<file path="src/rtl/sw_query_feeder.sv">
// sw_query_feeder: captures one packed word of nucleotide symbols from the
// packer and streams them, oldest first, into the Smith-Waterman PE array
// under a valid/ready handshake. A sequence may end early at a pad symbol.
//
// Ports:
//   clk          clock, all state on rising edge
//   rst          asynchronous active-high reset
//   word_in      packed symbols, symbol 0 in the MS nibble
//   word_valid   word_in valid (taken only while idle)
//   feeder_empty feeder idle and able to capture (PE-empty to the packer)
//   sym_out      current symbol to the PE array
//   sym_valid    sym_out valid
//   sym_ready    PE array accepts sym_out this cycle
//   sym_idx      0-based position of sym_out within the word
//   sym_last     sym_out is the final symbol of the sequence
//   seq_done     one-cycle pulse when the sequence has finished
//   seq_len      symbols transferred, presented with seq_done and held
module sw_query_feeder #(
    parameter int unsigned                 SYM_WIDTH  = 4,
    parameter int unsigned                 WORD_WIDTH = 252,
    parameter int unsigned                 IDX_W      = 6,
    parameter bit                          PAD_EN     = 1'b1,
    parameter logic [SYM_WIDTH-1:0]        PAD_SYM    = '0
) (
    input  logic                  clk,
    input  logic                  rst,
    input  logic [WORD_WIDTH-1:0] word_in,
    input  logic                  word_valid,
    output logic                  feeder_empty,
    output logic [SYM_WIDTH-1:0]  sym_out,
    output logic                  sym_valid,
    input  logic                  sym_ready,
    output logic [IDX_W-1:0]      sym_idx,
    output logic                  sym_last,
    output logic                  seq_done,
    output logic [IDX_W:0]        seq_len
);

    localparam int unsigned SYMS = WORD_WIDTH / SYM_WIDTH;

    typedef enum logic [1:0] {
        S_IDLE   = 2'd0,
        S_STREAM = 2'd1,
        S_DONE   = 2'd2
    } state_t;

    state_t                 state_q, state_d;
    logic [WORD_WIDTH-1:0]  word_q, word_d;
    logic [SYM_WIDTH-1:0]   sym_out_q, sym_out_d;
    logic                   sym_valid_q, sym_valid_d;
    logic [IDX_W-1:0]       idx_q, idx_d;
    logic                   last_q, last_d;
    logic                   seq_done_q, seq_done_d;
    logic [IDX_W:0]         seq_len_q, seq_len_d;
    logic                   empty_q, empty_d;

    logic [IDX_W:0]         idx_inc;
    logic [SYM_WIDTH-1:0]   first_sym;

    // Symbol k of a word: shift it up into the MS position and take the top nibble.
    function automatic logic [SYM_WIDTH-1:0] sym_at(input logic [WORD_WIDTH-1:0] w,
                                                    input logic [IDX_W:0]        k);
        logic [WORD_WIDTH-1:0] sh;
        sh = w << (32'(k) * SYM_WIDTH);
        return sh[WORD_WIDTH-1 -: SYM_WIDTH];
    endfunction

    // Lookahead: symbol k ends the sequence if it is the last slot or the next one is a pad.
    function automatic logic last_at(input logic [WORD_WIDTH-1:0] w,
                                     input logic [IDX_W:0]        k);
        logic r;
        if (k == (IDX_W+1)'(SYMS - 1)) begin
            r = 1'b1;
        end else begin
            r = PAD_EN && (sym_at(w, k + (IDX_W+1)'(1)) == PAD_SYM);
        end
        return r;
    endfunction

    assign idx_inc   = (IDX_W+1)'(idx_q) + (IDX_W+1)'(1);
    assign first_sym = sym_at(word_in, '0);

    // State and output registers.
    always_ff @(posedge clk or posedge rst) begin
        if (rst) begin
            state_q     <= S_IDLE;
            word_q      <= '0;
            sym_out_q   <= '0;
            sym_valid_q <= 1'b0;
            idx_q       <= '0;
            last_q      <= 1'b0;
            seq_done_q  <= 1'b0;
            seq_len_q   <= '0;
            empty_q     <= 1'b1;
        end else begin
            state_q     <= state_d;
            word_q      <= word_d;
            sym_out_q   <= sym_out_d;
            sym_valid_q <= sym_valid_d;
            idx_q       <= idx_d;
            last_q      <= last_d;
            seq_done_q  <= seq_done_d;
            seq_len_q   <= seq_len_d;
            empty_q     <= empty_d;
        end
    end

    // Next-state and next-output logic.
    always_comb begin
        state_d     = state_q;
        word_d      = word_q;
        sym_out_d   = sym_out_q;
        sym_valid_d = sym_valid_q;
        idx_d       = idx_q;
        last_d      = last_q;
        seq_done_d  = 1'b0;
        seq_len_d   = seq_len_q;
        empty_d     = empty_q;

        case (state_q)
            S_IDLE: begin
                empty_d     = 1'b1;
                sym_valid_d = 1'b0;
                if (word_valid) begin
                    word_d  = word_in;
                    idx_d   = '0;
                    empty_d = 1'b0;
                    if (PAD_EN && (first_sym == PAD_SYM)) begin
                        // Empty sequence: report length 0 without raising sym_valid.
                        state_d    = S_DONE;
                        seq_done_d = 1'b1;
                        seq_len_d  = '0;
                    end else begin
                        state_d     = S_STREAM;
                        sym_out_d   = first_sym;
                        sym_valid_d = 1'b1;
                        last_d      = last_at(word_in, '0);
                    end
                end
            end

            S_STREAM: begin
                if (sym_valid_q && sym_ready) begin
                    if (last_q) begin
                        state_d     = S_DONE;
                        sym_valid_d = 1'b0;
                        seq_done_d  = 1'b1;
                        seq_len_d   = idx_inc;
                    end else begin
                        idx_d     = IDX_W'(idx_inc);
                        sym_out_d = sym_at(word_q, idx_inc);
                        last_d    = last_at(word_q, idx_inc);
                    end
                end
            end

            S_DONE: begin
                state_d = S_IDLE;
                empty_d = 1'b1;
            end

            default: begin
                state_d     = S_IDLE;
                sym_valid_d = 1'b0;
                empty_d     = 1'b1;
            end
        endcase
    end

    assign feeder_empty = empty_q;
    assign sym_out      = sym_out_q;
    assign sym_valid    = sym_valid_q;
    assign sym_idx      = idx_q;
    assign sym_last     = last_q;
    assign seq_done     = seq_done_q;
    assign seq_len      = seq_len_q;

endmodule

</file>
<file path="config.mk">
export PLATFORM = sky130hd
export DESIGN_NAME = sw_query_feeder
export DESIGN_NICKNAME = d
export VERILOG_FILES = /design/src/rtl/sw_query_feeder.sv
export SDC_FILE = /design/constraint.sdc
export NUM_CORES = 1
export LEC_CHECK = 0
export BUFFER_PORTS_ARGS = -buffer_cell sky130_fd_sc_hd__buf_2
export CORE_ASPECT_RATIO = 0.8
export CORE_MARGIN = 4
export CORE_UTILIZATION = 32
export CTS_CLUSTER_SIZE = 12
export DETAILED_ROUTE_END_ITERATION = 12
export PLACE_DENSITY = 0.57
export SLEW_MARGIN = 10
export SYNTH_ARGS = -nofsm -noshare
export SYNTH_HDL_FRONTEND = slang
export SYNTH_SLANG_ARGS = --single-unit
export TNS_END_PERCENT = 20
</file>
<file path="constraint.sdc">
create_clock -name clk -period 25.8 [get_ports clk]
set_input_delay 2.58 -clock clk [delete_from_list [all_inputs] [get_ports clk]]
set_output_delay 2.58 -clock clk [all_outputs]
set_load 0.02 [all_outputs]
</file>
# [Word-level counts from Yosys, hierarchy flattened]
# Index checks and enable logic that the tools add are counted.
[totals] regBits=275 latch_bits=0 ram_bits=0 romBits=0 input_bits=256 out_inout_bits=21 word_cells=73 memories=0
[classes] add_sub_neg=2 mul=0 n_div=0 magnitude_cmp=0 eq_ne=9 shift=2 mux=37 n_bitwise=1 reduce_logical=13
[ops] operator="252-bit by 9-bit left shift with 252-bit output" count=2
[ops] operator="7-bit 2-to-1 mux" count=4
[ops] operator="6-bit 2-to-1 mux" count=3
[ops] operator="4-bit 2-to-1 mux" count=4
[ops] operator="1-bit 2-to-1 mux" count=14
[ops] operator="7-bit case mux with 2 select lines" count=1
[ops] operator="4-bit logical NOT" count=3
[ops] operator="2-bit inequality test, second input constant" count=6
[ops] operator="6-bit case mux with 2 select lines" count=1
[ops] operator="5-bit AND reduction" count=2
[ops] operator="2-bit 2-to-1 mux" count=4
[ops] operator="4-bit case mux with 2 select lines" count=1
[ops] operator="4-bit AND reduction" count=2
[ops] operator="6-bit by 1-bit adder with 7-bit output, second input constant" count=1
[ops] operator="7-bit by 1-bit adder with 7-bit output, second input constant" count=1
[ops] operator="7-bit by 6-bit == test with 1-bit output, second input constant" count=1
[ops] operator="1-bit case mux with 2 select lines" count=3
[ops] operator="3-bit AND reduction" count=2
[ops] operator="2-bit case mux with 2 select lines" count=1
[ops] operator="1-bit case mux with 3 select lines" count=1
[ops] operator="2-bit by 1-bit == test with 1-bit output, second input constant" count=1
[ops] operator="2-bit == test, second input constant" count=1
[ops] operator="2-bit logical NOT" count=1
[ops] operator="2-bit AND reduction" count=1
[ops] operator="other kinds (3)" count=3

# [Longest topological paths before layout]
# Gate-level depths: netlist of run 1.
[depth] depth_word=8 ltp_mapped=15 mapped_depth_nobuf=9

# [Least setup slack after synthesis of run 1]
# No wires, ideal clock.
[synth_path] path_kind="input to register" startpoint="input port word_in[248]" endpoint="register seq_len_q[0], in the netlist seq_len[0]" setup_time_ps=125 arrival_ps=3874 slack_ps=21801 cell_stages=4 n_path_buf=0 path_cell_list="nor4_1 > nand3b_1 > a21oi_1 > mux2_2"
[synth_between] elab_chain_cells=3
[synth_lines] item="start, declared" line_no="27" text="input logic [WORD_WIDTH-1:0] word_in,"
[synth_lines] item="4-bit logical NOT" line_no="128" text="if (PAD_EN && (first_sym == PAD_SYM)) begin"
[synth_lines] item="2-bit inequality test (no source line)"
[synth_lines] item="5-bit AND reduction (no source line)"
[synth_lines] item="end signal, assigned" line_no="103" text="seq_len_q <= seq_len_d;"
[synth_lines] item="end, declared" line_no="54" text="logic [IDX_W:0] seq_len_q, seq_len_d;"
# No other way between the ends.
# A chain may end at the register's enable or synchronous reset.

==> results of run 1 <==
path summary, 6_finish.rpt:
kind | startpoint | endpoint | slack, ps | depth (start not counted)
worst max-delay path | rst | sym_idx[0]$_DFFE_PP0P_ | 21530 | 4
worst min-delay path | word_q[21]$_DFFE_PP0P_ | word_q[21]$_DFFE_PP0P_ | 500 | 2
worst max register to register | sym_idx[0]$_DFFE_PP0P_ | sym_out[3]$_DFFE_PP0P_ | 21540 | 8
worst min register to register | word_q[21]$_DFFE_PP0P_ | word_q[21]$_DFFE_PP0P_ | 500 | 2
max in group clk | sym_idx[0]$_DFFE_PP0P_ | sym_out[3]$_DFFE_PP0P_ | 21540 | 8
min in group asynchronous | rst | word_q[206]$_DFFE_PP0P_ | 2030 | 2
synthesized netlist by cell type (2+ instances only):
master	number	share of area, %
and3_1	6	0.27
and2_1	3	0.14
buf_4	5	0.27
mux2i_1	12	0.88
nor2_1	35	0.96
nand2b_1	3	0.14
buf_2	17	0.62
clkbuf_1	57	1.6
o211ai_1	5	0.27
o22ai_1	3	0.14
a21oi_1	10	0.36
o21ai_0	21	0.77
mux2_2	8	0.66
a221oi_1	10	0.64
a22oi_1	5	0.27
nand3b_1	7	0.38
o311ai_1	2	0.13
or4_1	10	0.55
mux4_2	79	13
ha_1	3	0.27
a211oi_1	3	0.16
nand3_1	8	0.29
xnor2_1	4	0.26
nand4_1	2	0.091
buf_6	2	0.16
a31oi_1	4	0.18
a221o_1	3	0.22
buf_1	11	0.30
inv_1	4	0.11
nor3_1	18	0.66
o21ai_1	6	0.22
a211o_1	2	0.13
nor4_1	43	2.0
a311oi_1	2	0.13
dfrtp_1	274	50
nand2_1	778	21
o2bb2ai_1	3	0.19
layout make-up:
cell class / count / share of cell area (%)
inverters: 4 / 0.135
clock buffers: 45 / 5.65
multi-input cells: 1114 / 38.8
well taps: 552 / 4.16
clock inverters: 10 / 0.918
repair buffers: 290 / 8.94
flip-flops and latches: 275 / 41.4
critical path, cell delays in order:
cell and delay [ps]:
buf_2 130, inv_8 330, buf_4 770, buf_4 820
sequential cells by signal, indices dropped and copies added, names as in the netlist:
register and cells:
word_q 252, sym_last 1, feeder_empty 1, seq_done 1
sym_idx 6, seq_len 7, sym_out 4, sym_valid 1
state_q 2
placed cells by master, fill, tap and decap left out, types with 3 or more instances in the layout:
master,count
nand2_1,777
a21oi_1,10
nor2_1,35
nand2b_1,3
clkbuf_8,11
buf_2,276
a221o_1,3
xnor2_1,3
o211ai_1,5
nor4_1,43
and3_1,6
clkinv_2,5
or4_1,10
o22ai_1,3
a221oi_1,10
a31oi_1,4
clkbuf_1,3
mux2i_1,12
o21ai_0,21
clkbuf_16,31
a22oi_1,5
bufinv_16,4
buf_4,14
dfrtp_1,273
o21ai_1,6
nor3_1,18
a211oi_1,3
nand3_1,8
mux2_2,8
nand3b_1,7
o2bb2ai_1,3
inv_1,3
mux4_2,79
per-stage QoR:
step	utilization, %	instances
6_report	39.5	2290
3_3_place_gp	36.9	2235
3_5_place_dp	36.9	2235
4_1_cts	39.5	2290
5_1_grt	39.5	2290
2_1_floorplan	-	1486
report_power, final:
part | internal [mW] | total, mW | switching [mW]
Clock | 0.289 | 0.470 | 0.181
Combinational | 0.332 | 0.751 | 0.419
Sequential | 0.627 | 0.810 | 0.182
Total | 1.25 | 2.03 | 0.782
layer usage:
layer | GRT usage [%] | part of all wire (%) | vias up
li1 | - | - | 5456
met1 | 27.7 | 47 | 5701
met2 | 28.1 | 45 | 404
met3 | 2.98 | 6.3 | 72
met4 | 4.17 | 2.5 | 2
met5 | 0 | 0.030 | -
cells by family (layout without fill, tap and decap cells):
family	Yosys count	count (layout)	synth area share (%)
xor+xnor	7	7	0.611
mux	99	99	14.5
flops	275	275	50.2
fa+ha+maj	3	3	0.274
buf+inv	97	349	3.14
compound gates	86	86	4.27
simple gates	919	919	27.0
==> reports/metrics.csv, run 1 <==
stage,metric,value,unit
floorplan,die width,240,um
floorplan,die height,193,um
placed_design,I/O Buffers,276,
floorplan,# rows,67,
critical_path,CP max FO,71,
grt,number of global-route vias before repair,11835,
power,maximum VDD drop,0.0607,mV
placed_design,Placed Area,15500,sq um
finish,Storage cell area,6890,sq um
timing,Worst Hold Slack,499,ps
synthesis,Main synth FF type,dfrtp_1,
floorplan,Initial Util,32.6,%
timing,Slew @ Worst Pin,1170,ps
synthesis,Yosys reg bits,275,
timing,Final WS setup,21530,ps
run,max cap viols,0,
finish,# fillers,4242,
drt,iteration count of the initial detailed-routing pass,8,
cts,Longest Clk Path Bufs,3,
finish,share of cells above drive strength 1,25.4,%
placed_design,Final GP Congestion,0.855,
status,status,"complete, no violations",
timing,RSZ-0062 raised after global routing,false,
power,Power Dens Cells,122,nW/um^2
timing,crit path time final,4270,ps
timing,clk_skew,17.7,ps
timing,count of final hold-check violations,0,
drt,drc violations,0,
cts,clk_lat worst skew,570,ps
synthesis,number of synthesized flops with an enable pin,0,
floorplan,full die area,46300,sq um
cts,Worst-path clk slew,60,ps
critical_path,CP Launch Type,input port,
synthesis,Avg Inst Size Synth,9.23,sq um
cts,H-tree levels,1,
grt,Total GRT Usage,18.4,%
synthesis,sequential share of the synthesized area,50.2,%
power,leakage power total,8.42,nW
critical_path,Critical Path RT,26270,ps
placed_design,Setup WS pre-CTS,20770,ps
critical_path,Critical Path End Type,asynchronous set/reset pin,
timing,FMAX,0.234,GHz
drt,via count,11635,
timing,Slew Limit Fails,0,
synthesis,syn nets,1745,
cts,hold_buf cts,0,
finish,nets@finish,1975,
cts,buffers inserted during post-CTS setup optimization,0,
finish,area grow syn2layout,21.1,%
cts,CTS Buf Count,31,
floorplan,Top Ports,277,
cts,CTS tree,built,
synthesis,Synth Cell Area,13700,sq um
critical_path,Critical Setup Path Class,input port to asynchronous set/reset pin,
grt,first-pass GRT wire length,68.0,mm
grt,largest net degree at the start of global routing,112,
cts,Root Driver,clkbuf_16,
synthesis,ys async rst share,100,%
timing,Setup Viol. Count Final,0,
timing,Setup TNS,0,ps
timing,ratio of final minimum period to clock period,16.6,%
cts,Clock Sinks,275,
drt,vias per cell,5.08,
finish,footprint of the multi-input gates,6440,sq um
critical_path,arrival time worst endpoint,4740,ps
synthesis,synth unique cells,55,
synthesis,Cells after Synth,1486,
finish,diodes inserted,0,
grt,initial antenna violation count,1,
power,total chip power,2.03,mW
grt,Congestion Overflow GR,0,
hold_path,min-delay worst type,register to register,
drt,drt wl/cell,19.0,um
placed_design,HPWL reported at the end of detailed placement,31.9,mm
drt,Post-Route WL,43.5,mm
floorplan,core box area,42100,sq um
synthesis,synthesis warning total,0,
cts,post-cts resize count,0,
timing,relative slew slack,21.9,%
drt,Routed Antenna Nets,0,
drt,DRT iter0 DRCs,1245,
finish,post-route design area,16600,sq um
(Power assumes the default switching activity.)
==> run 2: changes to the inputs <==
==> constraint.sdc (replaced) <==
create_clock -name clk -period 4 [get_ports clk]
set_input_delay 0.4 -clock clk [delete_from_list [all_inputs] [get_ports clk]]
set_output_delay 0.4 -clock clk [all_outputs]
set_load 0.02 [all_outputs]
==> reports/metrics.csv, run 2 (synthesis gave the netlist of run 1 again) <==
stage,metric,value,unit,change
status,status,"complete, no violations",,
cts,Root Driver,clkbuf_16,,
timing,FMAX,0.290,GHz,
critical_path,Worst Setup SP,sym_idx[0]$_DFFE_PP0P_,,
floorplan,Initial Util,32.6,%,unchanged
grt,first-pass GRT wire length,70.2,mm,+3.3%
drt,drt wl/cell,19.9,um,+4.7%
finish,area grow syn2layout,21.6,%,
power,leakage power total,8.43,nW,about the same
timing,Final WS setup,551,ps,"-20,980 ps"
drt,iteration count of the initial detailed-routing pass,5,,-3
timing,RSZ-0062 raised after global routing,false,,
cts,Longest Clk Path Bufs,3,,unchanged
placed_design,placed instance count,2240,,+0.22%
drt,DRT iter0 DRCs,1010,,-19%
placed_design,Final GP Congestion,0.893,,+4.5%
grt,initial antenna violation count,1,,unchanged
critical_path,Critical Path RT,4430,ps,"-21,840 ps"
power,Sw Share,38.7,%,+0.15 points
power,Net Sw Power,5.05,mW,+550%
placed_design,HPWL reported at the end of detailed placement,34.7,mm,+8.8%
drt,Routed Antenna Nets,0,,unchanged
timing,relative slew slack,28.0,%,+6.1 points
power,Power Dens Cells,783,nW/um^2,+540%
power,Comb pwr share,36.1,%,-0.9 points
finish,Non-Filler Instances,2292,,+0.087%
grt,Total GRT Usage,19.2,%,+0.79 points
drt,vias per cell,5.12,,+0.71%
grt,layer with the highest usage,met1,,
floorplan,die width,240,um,unchanged
finish,"most common cell after layout, fill and taps aside",nand2_1,,
power,Clk pwr share,22.2,%,-1.0 points
finish,nets@finish,1981,,+0.30%
grt,number of global-route vias before repair,11911,,+0.64%
power,maximum VDD drop,0.346,mV,+470%
floorplan,core box area,42100,sq um,unchanged
critical_path,Critical Setup Path Class,register to register,,
finish,"commonest cells after routing, fill and taps aside","nand2_1, buf_2, dfrtp_1",,
drt,Post-Route WL,45.6,mm,+4.8%
cts,H-tree levels,1,,unchanged
grt,met1 Use GR,29.3,%,+1.5 points
critical_path,CP max FO,38,,-46%
power,register share of total power,41.6,%,+1.7 points
critical_path,FF-to-FF Start,sym_idx[0]$_DFFE_PP0P_,,
finish,share of cells above drive strength 1,25.1,%,-0.26 points
drt,drc violations,0,,unchanged
floorplan,full die area,46300,sq um,unchanged
finish,Biggest register,word_q,,
floorplan,Top Ports,277,,unchanged
placed_design,Setup WS pre-CTS,553,ps,"-20,210 ps"
finish,max reg flops,252,,unchanged
cts,buffers inserted during post-CTS setup optimization,0,,unchanged
floorplan,die height,193,um,unchanged
timing,Setup Viol. Count Final,0,,unchanged
timing,count of final hold-check violations,0,,unchanged
cts,clk_lat worst skew,570,ps,about the same
drt,via count,11728,,+0.80%
timing,Slew Limit Fails,0,,unchanged
grt,met3 usage,3.36,%,+0.38 points
floorplan,# rows,67,,unchanged
grt,grt met2 use,29.2,%,+1.1 points
timing,Slew @ Worst Pin,1080,ps,-91.1 ps
finish,diodes inserted,0,,unchanged
hold_path,min-delay worst type,input port to asynchronous set/reset pin,,
timing,ratio of final minimum period to clock period,86.2,%,
cts,CTS tree,built,,
critical_path,Critical Path End Type,register,,
timing,clk_skew,20.3,ps,+2.59 ps
timing,crit path time final,3450,ps,
critical_path,CP Launch Type,register,,
critical_path,arrival time worst endpoint,3880,ps,-860 ps
cts,Clock Sinks,275,,unchanged
cts,CTS Buf Count,30,,-3.2%
cts,Worst-path clk slew,70,ps,about the same
grt,Congestion Overflow GR,0,,unchanged
run,max cap viols,0,,unchanged
placed_design,I/O Buffers,276,,unchanged
power,Internal,8.01,mW,+540%
grt,largest net degree at the start of global routing,165,,+47%
## run 2: metal layers
| metal | vias to the layer above | part of all wire, % |
|---|---|---|
| li1 | 5458 | - |
| met1 | 5776 | 47 |
| met2 | 443 | 45 |
| met3 | 49 | 7.1 |
| met4 | 2 | 1.7 |
| met5 | - | 0.024 |
## run 2: path summary, 6_finish.rpt
kind | to | slack [ps] | cells after the start
worst max-delay path | sym_out[3]$_DFFE_PP0P_ | 550 | 8
worst min-delay path | word_q[194]$_DFFE_PP0P_ | 20 | 3
worst max register to register | sym_out[3]$_DFFE_PP0P_ | 550 | 8
worst min register to register | word_q[223]$_DFFE_PP0P_ | 510 | 2
max in group asynchronous | word_q[90]$_DFFE_PP0P_ | 3400 | 3
min in group clk | word_q[70]$_DFFE_PP0P_ | 30 | 3
## run 2: final cells by class
| cell class | instances | area [sq um] |
|---|---|---|
| repair buffers | 297 | 1620 |
| flip-flops and latches | 275 | 6890 |
| fillers | 4284 | 25400 |
| inverters | 4 | 18.8 |
| clock buffers | 41 | 843 |
| multi-input cells | 1114 | 6440 |
| clock inverters | 9 | 176 |
| well taps | 552 | 691 |
## run 2: power by group through the flow
stage	sequential [mW]	clock [mW]	combinational (mW)
5_1_grt	5.57	3.08	5.26
3_5_place_dp	5.43	0	4.71
4_1_cts	5.40	2.97	4.75
6_report	5.44	2.90	4.72
3_3_place_gp	5.45	0	4.61
2_1_floorplan	4.81	0	3.57
## run 2: worst max-delay path, cell delays in order (launching register included)
cell     delay (ps)
dfrtp_4         640
inv_1           240
ha_4            660
buf_4           370
mux4_2          340
mux4_2          520
nand2_1         100
a31oi_1          90
a221o_1         350
## run 2: timing repair
action | CTS | global route
setup endpoints to repair | 0 | 0
resized for setup | 0 | 0
hold endpoints to repair | 2 | 0
hold buffers | 2 | 0
## run 2: stage by stage
step | setup TNS, ps | hold slack (ps) | total power [mW] | utilization (%) | instance area (sq um)
2_1_floorplan | -10020 | 453 | 8.38 | - | 13700
3_3_place_gp | 0 | 489 | 10.1 | 37.2 | 15600
3_5_place_dp | 0 | 495 | 10.1 | 37.2 | 15600
4_1_cts | 0 | 2.55 | 13.1 | 39.6 | 16700
5_1_grt | 0 | 21.9 | 13.9 | 39.6 | 16700
6_report | 0 | 15.2 | 13.1 | 39.6 | 16700
